===== src/rtl/ddr2_rd_fifo_reader.sv =====
// 16-entry DDR2 read-data FIFO with a registered valid/ready output stage and sticky overflow.
// Define DDR2_RD_FIFO_LEVEL_EN to add the registered fifo_level occupancy output.
module ddr2_rd_fifo_reader #(
  parameter int unsigned DATA_WIDTH = 32,
  parameter int unsigned AF_THRESH  = 12
) (
  input  logic                  clk,
  input  logic                  rst_n,
  input  logic                  wr_en,
  input  logic [DATA_WIDTH-1:0] wr_data,
  output logic                  full,
  output logic                  almost_full,
  output logic [DATA_WIDTH-1:0] dout,
  output logic                  dout_valid,
  input  logic                  dout_ready,
  output logic                  overflow,
  input  logic                  ovf_clr
`ifdef DDR2_RD_FIFO_LEVEL_EN
  ,
  output logic [4:0]            fifo_level
`endif
);

  localparam int unsigned ADDR_W = 4;
  localparam int unsigned PTR_W  = ADDR_W + 1;
  localparam int unsigned DEPTH  = 1 << ADDR_W;
  localparam logic [PTR_W-1:0] AF_LVL = PTR_W'(AF_THRESH);

  logic [DATA_WIDTH-1:0] mem_q [DEPTH];

  logic [PTR_W-1:0]      wr_ptr_q, wr_ptr_d;
  logic [PTR_W-1:0]      rd_ptr_q, rd_ptr_d;
  logic [PTR_W-1:0]      occ_d;
  logic                  full_q, full_d;
  logic                  af_q, af_d;
  logic                  dv_q, dv_d;
  logic                  ovf_q, ovf_d;
  logic [DATA_WIDTH-1:0] dout_q, dout_d;
  logic                  empty_c, push_c, load_c;

  // Next-state pointers, flags and output stage; full/almost_full come from the next pointers.
  always_comb begin
    empty_c  = (wr_ptr_q == rd_ptr_q);
    push_c   = wr_en && !full_q;
    load_c   = (!dv_q || dout_ready) && !empty_c;
    wr_ptr_d = wr_ptr_q + PTR_W'(push_c);
    rd_ptr_d = rd_ptr_q + PTR_W'(load_c);
    occ_d    = wr_ptr_d - rd_ptr_d;
    full_d   = (wr_ptr_d[ADDR_W-1:0] == rd_ptr_d[ADDR_W-1:0]) &&
               (wr_ptr_d[ADDR_W] != rd_ptr_d[ADDR_W]);
    af_d     = (occ_d >= AF_LVL);
    dout_d   = dout_q;
    dv_d     = dv_q;
    ovf_d    = ovf_q;
    if (load_c) begin
      dout_d = mem_q[rd_ptr_q[ADDR_W-1:0]];
      dv_d   = 1'b1;
    end else if (dv_q && dout_ready) begin
      dv_d   = 1'b0;
    end
    // A drop on the same edge as a clear keeps the flag set.
    if (wr_en && full_q) begin
      ovf_d = 1'b1;
    end else if (ovf_clr) begin
      ovf_d = 1'b0;
    end
  end

  // Storage is intentionally not reset.
  always_ff @(posedge clk) begin
    if (push_c) begin
      mem_q[wr_ptr_q[ADDR_W-1:0]] <= wr_data;
    end
  end

  always_ff @(posedge clk or negedge rst_n) begin
    if (!rst_n) begin
      wr_ptr_q <= '0;
      rd_ptr_q <= '0;
      full_q   <= 1'b0;
      af_q     <= 1'b0;
      dv_q     <= 1'b0;
      ovf_q    <= 1'b0;
      dout_q   <= '0;
    end else begin
      wr_ptr_q <= wr_ptr_d;
      rd_ptr_q <= rd_ptr_d;
      full_q   <= full_d;
      af_q     <= af_d;
      dv_q     <= dv_d;
      ovf_q    <= ovf_d;
      dout_q   <= dout_d;
    end
  end

`ifdef DDR2_RD_FIFO_LEVEL_EN
  logic [PTR_W-1:0] level_q;

  // Storage occupancy only; the beat held in dout is not counted.
  always_ff @(posedge clk or negedge rst_n) begin
    if (!rst_n) begin
      level_q <= '0;
    end else begin
      level_q <= occ_d;
    end
  end

  assign fifo_level = level_q;
`endif

  assign full        = full_q;
  assign almost_full = af_q;
  assign dout        = dout_q;
  assign dout_valid  = dv_q;
  assign overflow    = ovf_q;

endmodule


===== config.mk =====
export PLATFORM = sky130hd
export DESIGN_NAME = ddr2_rd_fifo_reader
export DESIGN_NICKNAME = d
export VERILOG_FILES = /design/src/rtl/ddr2_rd_fifo_reader.sv
export SDC_FILE = /design/constraint.sdc
export NUM_CORES = 1
export LEC_CHECK = 0
export BUFFER_PORTS_ARGS = -buffer_cell sky130_fd_sc_hd__buf_2
export CAP_MARGIN = 5
export CORE_MARGIN = 2
export CORE_UTILIZATION = 55
export DETAILED_ROUTE_END_ITERATION = 12
export PLACE_DENSITY = 0.75
export SYNTH_ARGS = -nofsm -noshare
export SYNTH_HDL_FRONTEND = slang
export SYNTH_SLANG_ARGS = --single-unit

===== constraint.sdc =====
create_clock -name clk -period 4.04 [get_ports clk]
set_input_delay 0.808 -clock clk [delete_from_list [all_inputs] [get_ports clk]]
set_output_delay 0.808 -clock clk [all_outputs]
set_load 0.005 [all_outputs]

==> results.toml <==
[timing]
holdWs_ns = 0.286
period_minus_slack_ns = 3.12
fin_crit_sh_pct = 77.1
fin_tns_setup_ns = 0
setup_viol = 0
fin_skew_ns = 0.0245
hold_violations = 0
slew_viol_final = 0
layout_setup_ws_ns = 0.924
fmax_ghz = 0.321
maxSlewHeadroom_pct = 19.7
worstMarginPinSlew_ns = 1.20
rsz0062_at_grt = "false"

[clocking]
cts_hold_buf = 0
post_cts_buffers = 0
cts_sinks = 558
clock_latency_ns = 0.60
cts_root_buffer = "clkbuf_16"
cts-resized-gates = 0
cts_made_buffers = 54
cts.clk_slew.worst_paths_ns = 0.06
ctsHtreeMaxLevel = 2
clockBufferDepth = 3
cts_tree = "yes"

[detailed_routing]
wirelength_mm = 42.7
drt-pass1-iter-count = 5
wire_per_inst_um = 26.6
vias_per_cell = 6.11
vias = 9794
drt-initial-drc-count = 962
final_antenna_net_count = 0
drc_errors = 0

[setup_path]
crit_fanout = 10
r2r_slack_ns = 0.92
reg2reg_from = "wr_ptr_q[1]"
path_common_cell = "ha_1"
cp_slowest_cell = "dfrtp_1"
crit_buf_inv = 0
start_kind = "flop"
reg2reg_to = "almost_full"
max_stage_delay_ns = 0.60
crit_chain = "xnor2_1 -> nand3_1 -> nor3_1 -> a21oi_4 -> ha_1 -> ha_1 -> xnor2_1 -> ha_1 -> a21o_1 -> a311oi_1 -> xor2_1 -> o211ai_1"
critical_path_class = "flop to flop"
crit_path_end_kind = "flop"
cpLargestDelayFamily = "adder cells"
cp.required_ns = 4.51
reg2reg_depth = 12
worstPathArrival_ns = 3.59

[run_status]
status = "finished, final reports clean"

[final_layout]
mostFrequentLayoutCell = "edfxtp_1"
seqCellArea_mm2 = 0.0165
areaGrowthSynthToFinish_pct = 12.7
layout_common_cells = "512 x edfxtp_1, 128 x mux4_2, 72 x buf_2, 64 x a22oi_1, 54 x clkbuf_16"
diodes = 0
final_layout_size_suffix_gt1_share_pct = 31.5
fill_cells = 2576
final_util_pct = 63.1
design_area_mm2 = 0.0239
layout.nets = 1092
multi_input_area_mm2 = 0.00449

[synth]
synth_edf_count = 512
synth_compound_area_share_pct = 2.47
async_flop_share_pct = 8.24
synth-simple-area-share_pct = 1.57
synth_area_per_cell_um2 = 22.4
ys_warn_count = 0
synthFlopType = "edfxtp_1"
synth_top_area_share_pct = 72.5
ys_types = 32
synthAdderAreaFrac_pct = 0.460
netlist_area_mm2 = 0.0212
ys_seq_elements = 558
yosysSeqAreaShare_pct = 78.0
synth_top_family_by_area = "multiplexers"
synthXorXnorAreaFrac_pct = 0.620
synthMuxAreaShare_pct = 15.3
synth_area_leaders = "edfxtp_1 73%, mux4_2 14%, dfrtp_1 5.4%, a22oi_1 2.3%, mux2_2 1.7%"
synthCells = 948
synthesis.nets = 992
synth_area_leader_cell = "edfxtp_1"

[grt]
antenna_found_initial = 1
grt_pass1_wl_mm = 64.7
overflow = 0
grt_pass1_vias = 10071
grtUsageTotal_pct = 21.9
grt_max_degree = 131

[placed_design]
dpl.hpwl_mm = 22.3
gp_congestion = 0.760
place_worst_setup_slack_ns = 0.858
dpl_cell_area_mm2 = 0.0223
port_buffers = 72

[pwr]
p_per_area_mw_per_mm2 = 713
irDropWorstVdd_mv = 0.690
leakage_nw = 7.83

[die]
core_mm2 = 0.0378
dieWidth_um = 200
io_pins = 73
die-area_mm2 = 0.0401
start_util_pct = 56.0
rows = 71
die_h_um = 200

[flow_run]
max_cap_violations = 0

[min_path]
min_path_type = "input pin to async pin"
==> through the flow <==
stage,power (mW),instances
floorplan,11.1,948
global placement,12.5,1503
detailed placement,12.6,1503
CTS,17.2,1604
global route,17.9,1604
finish,17.0,1604
==> synth_stat cells (all sizes together), types with 2 or more instances <==
library cell / count
a22oi: 64
and2: 2
buf: 34
clkbuf: 19
dfrtp: 46
edfxtp: 512
ha: 7
inv: 8
mux2: 32
mux4: 128
nand2: 37
nand2b: 3
nand3: 6
nand3b: 2
nor2: 14
nor2b: 3
nor3: 5
o21ai: 2
xnor2: 9
xor2: 6
==> worst max-delay path by stage <==
stage	end	cells after the start	slack, ns	start
detailed placement	almost_full	9	0.86	rd_ptr_q[0]
CTS	almost_full	9	0.88	rd_ptr_q[0]
finish	almost_full	12	0.92	wr_ptr_q[1]
global placement	almost_full	9	0.88	rd_ptr_q[0]
global route	almost_full	9	0.63	rd_ptr_q[0]
floorplan	mem_q[8][0]	3	0.14	wr_en
==> cell type report <==
cell class	count	share of cell area (%)
clock inverter	14	0.340
inverter	8	0.126
multi-input combinational	329	18.8
timing repair buffer	97	2.56
clock buffer	87	6.34
sequential	558	69.2
tap	511	2.68
==> state kept, by name, indices dropped and copies added, names as in the netlist <==
register     count
dout_valid       1
almost_full      1
full             1
dout            32
mem_q          512
overflow         1
wr_ptr_q         5
rd_ptr_q         5
==> report_power, final <==
group          switching (mW)  internal [mW]
sequential              0.314           7.17
combinational            2.71           2.25
clock                    2.03           2.56
==> routing by layer <==
| metal | up-vias | share of wire, % | track usage (%) |
|---|---|---|---|
| met2 | 446 | 49 | 34.4 |
| met5 | - | 0.021 | 0 |
| met3 | 58 | 9.0 | 5.39 |
| met4 | 2 | 1.5 | 4.63 |
| met1 | 5128 | 41 | 31.9 |
| li1 | 4160 | - | - |
==> cells by family after synthesis <==
group	after synthesis
compound gates	70
fa+ha+maj	8
flops	558
mux	161
buf+inv	61
xor+xnor	15
simple gates	75
Note: power is estimated with default switching activity, not from simulation.
